--- src/rtl/conv_window_feeder.sv ---
// rtl/conv_window_feeder.sv - streaming KHxKWxD sliding-window generator for the convolution filters
// Optional build macro: WINDOW_STRIDE2_EN (emit only even-row/even-col windows, strided indices)
module conv_window_feeder #(
  parameter int KERNEL_WIDTH  = 3,
  parameter int KERNEL_HEIGHT = 3,
  parameter int INPUT_WIDTH   = 4,
  parameter int INPUT_HEIGHT  = 4,
  parameter int INPUT_DEPTH   = 1,
  parameter int VALUE_BITS    = 32,
  localparam int WIN_SIZE     = KERNEL_HEIGHT * KERNEL_WIDTH * INPUT_DEPTH,
  localparam int OUT_HEIGHT   = INPUT_HEIGHT - KERNEL_HEIGHT + 1,
  localparam int OUT_WIDTH    = INPUT_WIDTH - KERNEL_WIDTH + 1,
  localparam int ROW_BITS     = (OUT_HEIGHT > 1) ? $clog2(OUT_HEIGHT) : 1,
  localparam int COL_BITS     = (OUT_WIDTH > 1) ? $clog2(OUT_WIDTH) : 1
) (
  input  logic                  clk,
  input  logic                  rst,
  input  logic [VALUE_BITS-1:0] in_data,
  input  logic                  in_valid,
  output logic                  in_ready,
  output logic [VALUE_BITS-1:0] win_data [WIN_SIZE],
  output logic                  win_valid,
  input  logic                  win_ready,
  output logic [ROW_BITS-1:0]   win_row,
  output logic [COL_BITS-1:0]   win_col,
  output logic                  win_last
);

  localparam int SR_LEN  = ((KERNEL_HEIGHT - 1) * INPUT_WIDTH + KERNEL_WIDTH) * INPUT_DEPTH;
  localparam int CH_W    = (INPUT_DEPTH > 1) ? $clog2(INPUT_DEPTH) : 1;
  localparam int COL_W   = (INPUT_WIDTH > 1) ? $clog2(INPUT_WIDTH) : 1;
  localparam int ROW_W   = (INPUT_HEIGHT > 1) ? $clog2(INPUT_HEIGHT) : 1;

  logic [CH_W-1:0]       ch;
  logic [COL_W-1:0]      col;
  logic [ROW_W-1:0]      row;
  logic [VALUE_BITS-1:0] sr   [SR_LEN];
  logic [VALUE_BITS-1:0] cand [WIN_SIZE];

  logic                  accept;
  logic                  ch_end;
  logic                  col_end;
  logic                  row_end;
  logic                  completing;
  logic                  emit;
  logic                  is_last;
  logic [ROW_W-1:0]      orow;
  logic [COL_W-1:0]      ocol;
  logic [ROW_BITS-1:0]   next_row;
  logic [COL_BITS-1:0]   next_col;

  assign in_ready   = !rst && (!win_valid || win_ready);
  assign accept     = in_valid && in_ready;
  assign ch_end     = (ch == CH_W'(INPUT_DEPTH - 1));
  assign col_end    = (col == COL_W'(INPUT_WIDTH - 1));
  assign row_end    = (row == ROW_W'(INPUT_HEIGHT - 1));
  assign completing = ch_end && (row >= ROW_W'(KERNEL_HEIGHT - 1)) && (col >= COL_W'(KERNEL_WIDTH - 1));

  // Top-left corner of the window that the incoming beat completes.
  assign orow = row - ROW_W'(KERNEL_HEIGHT - 1);
  assign ocol = col - COL_W'(KERNEL_WIDTH - 1);

`ifdef WINDOW_STRIDE2_EN
  assign emit     = completing && !orow[0] && !ocol[0];
  assign is_last  = (orow == ROW_W'(2 * ((OUT_HEIGHT - 1) / 2))) &&
                    (ocol == COL_W'(2 * ((OUT_WIDTH - 1) / 2)));
  assign next_row = ROW_BITS'(orow >> 1);
  assign next_col = COL_BITS'(ocol >> 1);
`else
  assign emit     = completing;
  assign is_last  = row_end && col_end;
  assign next_row = ROW_BITS'(orow);
  assign next_col = COL_BITS'(ocol);
`endif

  // Element (t,m,n) sits at a fixed age in the stream; age 0 is the beat being accepted.
  for (genvar t = 0; t < KERNEL_HEIGHT; t++) begin : g_t
    for (genvar m = 0; m < KERNEL_WIDTH; m++) begin : g_m
      for (genvar n = 0; n < INPUT_DEPTH; n++) begin : g_n
        localparam int E   = t * KERNEL_WIDTH * INPUT_DEPTH + m * INPUT_DEPTH + n;
        localparam int AGE = ((KERNEL_HEIGHT - 1 - t) * INPUT_WIDTH + (KERNEL_WIDTH - 1 - m)) * INPUT_DEPTH
                             + (INPUT_DEPTH - 1 - n);
        if (AGE == 0) begin : g_new
          assign cand[E] = in_data;
        end else begin : g_old
          assign cand[E] = sr[AGE-1];
        end
      end
    end
  end

  // Line buffer holds only stream history, so it needs no reset.
  always_ff @(posedge clk) begin
    if (accept) begin
      sr[0] <= in_data;
      for (int i = 1; i < SR_LEN; i++) begin
        sr[i] <= sr[i-1];
      end
    end
  end

  always_ff @(posedge clk) begin
    if (rst) begin
      ch        <= '0;
      col       <= '0;
      row       <= '0;
      win_valid <= 1'b0;
      win_last  <= 1'b0;
      win_row   <= '0;
      win_col   <= '0;
      for (int i = 0; i < WIN_SIZE; i++) begin
        win_data[i] <= '0;
      end
    end else begin
      if (win_valid && win_ready) begin
        win_valid <= 1'b0;
      end
      if (accept) begin
        if (ch_end) begin
          ch <= '0;
          if (col_end) begin
            col <= '0;
            row <= row_end ? '0 : row + 1'b1;
          end else begin
            col <= col + 1'b1;
          end
        end else begin
          ch <= ch + 1'b1;
        end
        if (emit) begin
          for (int i = 0; i < WIN_SIZE; i++) begin
            win_data[i] <= cand[i];
          end
          win_row   <= next_row;
          win_col   <= next_col;
          win_last  <= is_last;
          win_valid <= 1'b1;
        end
      end
    end
  end

endmodule

--- config.mk ---
export PLATFORM = sky130hd
export DESIGN_NAME = conv_window_feeder
export DESIGN_NICKNAME = d
export VERILOG_FILES = /design/src/rtl/conv_window_feeder.sv
export SDC_FILE = /design/constraint.sdc
export NUM_CORES = 1
export LEC_CHECK = 0
export ABC_AREA = 1
export CELL_PAD_IN_SITES_DETAIL_PLACEMENT = 1
export CELL_PAD_IN_SITES_GLOBAL_PLACEMENT = 2
export CORE_MARGIN = 1
export CORE_UTILIZATION = 38
export CTS_BUF_LIST = sky130_fd_sc_hd__clkbuf_16
export DETAILED_ROUTE_END_ITERATION = 8
export GPL_TIMING_DRIVEN = 0
export PLACE_DENSITY_LB_ADDON = 0.1
export SLEW_MARGIN = 20
export SYNTH_ARGS = -nofsm -noshare
export SYNTH_HDL_FRONTEND = slang
export SYNTH_SLANG_ARGS = --single-unit
--- constraint.sdc ---
create_clock -name clk -period 15 [get_ports clk]
set_input_delay 1.5 -clock clk [delete_from_list [all_inputs] [get_ports clk]]
set_output_delay 1.5 -clock clk [all_outputs]
set_load 0.005 [all_outputs]
# After elaboration in Yosys (flattened, before gate mapping)
# Memories as Yosys holds them, arrays and structs flattened.
# Index checks and enable logic that the tools add are counted.
# classes
n_addsub,5
order_cmp,2
eq_ne,2
muxes,8
bitwise,1
reduce_logical,12
# ops
cell,count
1-bit logical AND,6
1-bit two-way mux,6
"2-bit by 1-bit adder with 2-bit output, second input constant",2
"2-bit == test, second input constant",2
"2-bit greater-or-equal comparator, second input constant",2
2-bit two-way mux,2
2-bit AND reduction,2
3-bit AND reduction,1
1-bit logical NOT,2
"1-bit subtractor, second input constant",2
"1-bit adder, second input constant",1
1-bit logical OR,1
1-bit inverter,1
# word_totals
register_bits,297
mem_bits_rw,352
output_inout_bits,293
elab_cells,47
mem_count,1
# mem_list
name,words,width,rd,rd_clocked_by_memory_dff,wr,line_no,rtl
sr,11,32,10,0,11,37,logic [VALUE_BITS-1:0] sr [SR_LEN];

# Longest topological paths before layout
# logic_depth
word_depth,6
mapped_depth,10
depth_no_buf,8

# Worst setup path after synthesis
# OpenSTA, ideal clock, no wires.
# synth_path
kind,input port to flip-flop
startpoint,input win_ready
endpoint,register col[1]
t_arrival_ns,8.416
t_required_ns,14.595
slack_ns,6.179
stages,6
cell_sequence,inv_1 > nand2_1 > nand3_4 > buf_4 > inv_1 > a21oi_1
# synth_between
elab_chain_cells,4
# synth_rtl
item,line_no,rtl
"start, declared",23,"input logic win_ready,"
1-bit logical OR,52,assign in_ready = !rst && (!win_valid || win_ready);
1-bit logical AND,52,
1-bit logical AND,53,assign accept = in_valid && in_ready;
2-bit AND reduction (no source line),n/a,
"end signal, assigned",125,col <= col + 1'b1;
"end, declared",35,logic [COL_W-1:0] col;
# Every way passes these cells.
# A chain may end at the register's enable or synchronous reset.

# Final worst setup path
# layout_path
startpoint,input win_ready
endpoint,output in_ready
# layout_between
elab_chain_cells,2
# layout_rtl
item,line_no,rtl
1-bit logical OR,52,
1-bit logical AND,52,
"end, declared",20,"output logic in_ready,"
# Every way passes these cells.

==> flow_results.org <==
** Status
- Status :: completed

** Clock network
- Buffers added to address setup during post-CTS repair amount to 0.
- Insertion delay of the later-clocked pin in the worst-skew pair :: 0.59 ns
- Gates resized during post-CTS repair numbered 0.
- CTS built an H-tree with a depth of 3.
- Largest buffer count on any clock path :: 3
- Clock Pin Slew Worst Setup and Hold Paths :: 0.06 ns
- # hold bufs at CTS :: 0
- TritonCTS clock tree :: done
- The tree is rooted in a sky130_fd_sc_hd__clkbuf_16.
- Number of clock buffers inserted by TritonCTS :: 66
- For this design, the sink count on the clock tree is 616.

** Timing
- Derived from the worst setup path, the maximum achievable clock frequency is 227 MHz.
- Min Clock Period, post-route :: 4.41 ns
- Worst Tran Pin Value :: 1.01 ns
- Setup repair after global routing missed its margin :: false
- The clock arrives with 0.0199 ns of skew.
- Fin crit share :: 29.4%
- Hold violation count in the final report :: 0
- Minimum setup slack in the final design :: 10.59 ns
- After routing, the total negative slack on setup checks comes to 0 ns.
- In this run the tightest slew margin relative to its limit is 32.9%.
- Final setup violation count :: 0
- The count of final max-slew check failures is 0.

** Place
- Summing all placed instances gives a cell area of 0.0245 sq mm.
- Once placement completed, the tool counted placed cells totaling 2675.
- OpenSTA, run right after detailed placement, puts the worst setup slack at 10.57 ns.
- Gpl congestion :: 0.808
- Input and output buffers added on the ports amount to 328.
- Detailed placement finished with a half-perimeter wire length of 40200 um.

** Setup path
- Crit path largest cell delay :: 0.52 ns
- Along the worst path, the maximum fanout reaches 3.
- Following the worst setup path forward leads to its endpoint at in_ready.
- The number of cells on the worst reg-to-reg path is 6.
- Worst Setup End Kind :: output port
- The signal on the critical path passes through clkdlybuf4s50_1 > inv_1 > nand2_1 > inv_1 > nor2_1 > clkdlybuf4s50_1.
- STA classifies the critical path startpoint as a primary input.
- Counting both buffers and inverters, the worst setup path holds a total of 4.
- Required time at the worst-slack endpoint :: 13.50 ns
- The setup check on the worst reg-to-reg path leaves a slack of 12.49 ns.
- Critical path start-end classification :: in2out
- In this run the critical register-to-register path is captured at sr[5][27].
- Data arrives at the worst endpoint at 2.91 ns.
- Cell type group with the largest total delay on the critical path :: buffers and inverters
- The worst register-to-register path begins at win_valid.
- Start point of the critical path :: win_ready
- For this design, the slowest cell found on the critical path is sky130_fd_sc_hd__clkdlybuf4s50_1.
- Depth of the critical timing path with buffers and inverters included :: 6

** Global route
- The first global-routing pass estimated 85500 um of wire.
- Number of global-route vias before repair :: 14600
- Global routing used 20.8% of the available tracks across all layers.
- The number of antenna violations at the first check in global routing is 0.
- Maximum number of pins on one net before global-route repair :: 107
- Residual overflow from global routing :: 0

** Min path
- Worst hold path class :: reg2reg
- Number of stages on the worst hold path :: 0

** Synth
- Count of synthesis-stage warnings from yosys :: 0
- After synthesis, the most frequently instantiated cells are sky130_fd_sc_hd__edfxtp_1 (320), sky130_fd_sc_hd__dfxtp_1 (296), sky130_fd_sc_hd__nor2_1 (296).
- The synthesized design devotes to its leading area cell type 47.4% of total area.
- Number of nets produced by synthesis :: 1696
- A synthesized cell averages 12.2 sq um.
- In this run, synthesis produced a sequential element count of 616.
- sky130_fd_sc_hd__edfxtp_1 is the most common cell in the netlist.
- The share of the Yosys chip area taken by registers is 76.6%.
- Sorting the synthesized cells by area gives the leading types as sky130_fd_sc_hd__edfxtp_1 (47%), sky130_fd_sc_hd__dfxtp_1 (29%), sky130_fd_sc_hd__nor3_1 (7.2%), sky130_fd_sc_hd__nor2_1 (5.5%), sky130_fd_sc_hd__o21ai_0 (5.3%).
- Of all flip-flops after synthesis, the portion carrying an async set or reset was 0%.
- Cell area after synthesis :: 0.0203 sq mm
- The synthesized design contains 320 enable-type register cells.
- The cell count after synthesis came out at 1656.
- Leading register cell type out of synthesis :: sky130_fd_sc_hd__edfxtp_1
- The number of different library cells used by synthesis comes to 20.
- sky130_fd_sc_hd__edfxtp_1 takes more of the synthesized area than any other cell.

** Floorplanning
- Area enclosed by the die boundary :: 0.0543 sq mm
- Height of the chip :: 233 um
- In this run the core area contains 84 standard-cell rows.
- Top Ports :: 329
- Starting density of the core :: 38.5%
- Core area :: 0.0527 sq mm
- The floorplan step set the die width to 233 um.

** Routing
- After detailed routing, the number of remaining DRC violations is 0.
- Via-per-instance ratio :: 4.89
- After detailed routing, the average wire length per cell comes to 20.1 um.
- Overall routed net length :: 56100 um
- DRT Pass-1 Iters :: 4
- Number of nets with antenna violations after routing :: 0
- Count of routing violations after the opening detailed-route iteration :: 614
- Overall via count from detail_route :: 13700

** Finish
- The number of antenna diodes in the final layout is 0.
- Final core utilization :: 50.4%
- Layout Cells excl Fill :: 2794
- Layout Nets :: 2095
- Synthesis-to-layout area growth :: 30.8%
- Share of layout cells above drive strength 1 :: 6.13%
- Area of all placed cells without fillers :: 0.0265 sq mm

** Power and ir drop
- Max IR drop VDD :: 0.0000815 V
- Pwr per Cell Area :: 129 mW/mm^2
- Static power due to leakage :: 0.00945 uW

** Run
- Across the run, the number of max-cap violations was 0.
==> worst min path at each step <==
stage / from / endpoint
6_report: sr[2][2] / sr[3][2]
5_1_grt: sr[2][12] / sr[3][12]
4_1_cts: sr[2][0] / sr[3][0]
3_5_place_dp: sr[2][14] / sr[3][14]
3_3_place_gp: sr[6][14] / sr[7][14]
2_1_floorplan: sr[2][0] / sr[3][0]
==> state kept, by name, indices dropped and copies added, names as in the netlist <==
register and flops:
win_row 1, win_data 288, row 2, win_col 1, sr 320, col 2
win_last 1, win_valid 1
==> placed cells by master (no fill, tap or decap), drive strengths merged <==
cell             n
a21oi            3
buf             49
bufinv           3
clkbuf         151
clkdlybuf4s50  328
clkinv          26
dfxtp          296
edfxtp         320
ha               4
inv             33
nand2            9
nand3            3
nand4            1
nor2           297
nor3           290
o21ai          292
o31ai            1
==> cell families (layout without fill, tap and decap cells) <==
family / Yosys count / after routing / share of synthesized area [%]
fa+ha+maj: 4 / 4 / 0.247
flops: 616 / 616 / 76.6
buf+inv: 140 / 590 / 2.86
compound gates: 296 / 296 / 7.32
simple gates: 600 / 600 / 13.0
==> report_power, final <==
group | internal (uW) | switching, uW | total (uW)
clock | 880 | 646 | 1530
combinational | 18.4 | 52.1 | 70.6
sequential | 1810 | 17.8 | 1830
total | 2710 | 716 | 3420
==> per-stage QoR <==
| step | hold WS (ns) | total power, uW |
|---|---|---|
| 2_1_floorplan | 0.400 | 1900 |
| 3_3_place_gp | 0.403 | 1950 |
| 3_5_place_dp | 0.406 | 1940 |
| 4_1_cts | 0.417 | 3460 |
| 5_1_grt | 0.424 | 3530 |
| 6_report | 0.418 | 3420 |
==> final cells by class <==
class	count	area, sq um
multi-input combinational	900	4170
fill	5484	26100
buffer	128	534
clock buffer	69	1730
tap	688	861
clock inverter	50	290
inverter	12	52.6
timing repair buffer	331	3370
sequential	616	15500
==> routing by layer <==
| layer | GRT usage [%] | part of all wire, % | vias up |
|---|---|---|---|
| met2 | 36.5 | 50 | 285 |
| met3 | 6.41 | 6.1 | 107 |
| met5 | 0 | 0 | - |
| met1 | 24.0 | 41 | 6593 |
| met4 | 6.94 | 2.9 | 0 |
| li1 | - | - | 6669 |
No activity file was read; power rests on OpenSTA's default activity.
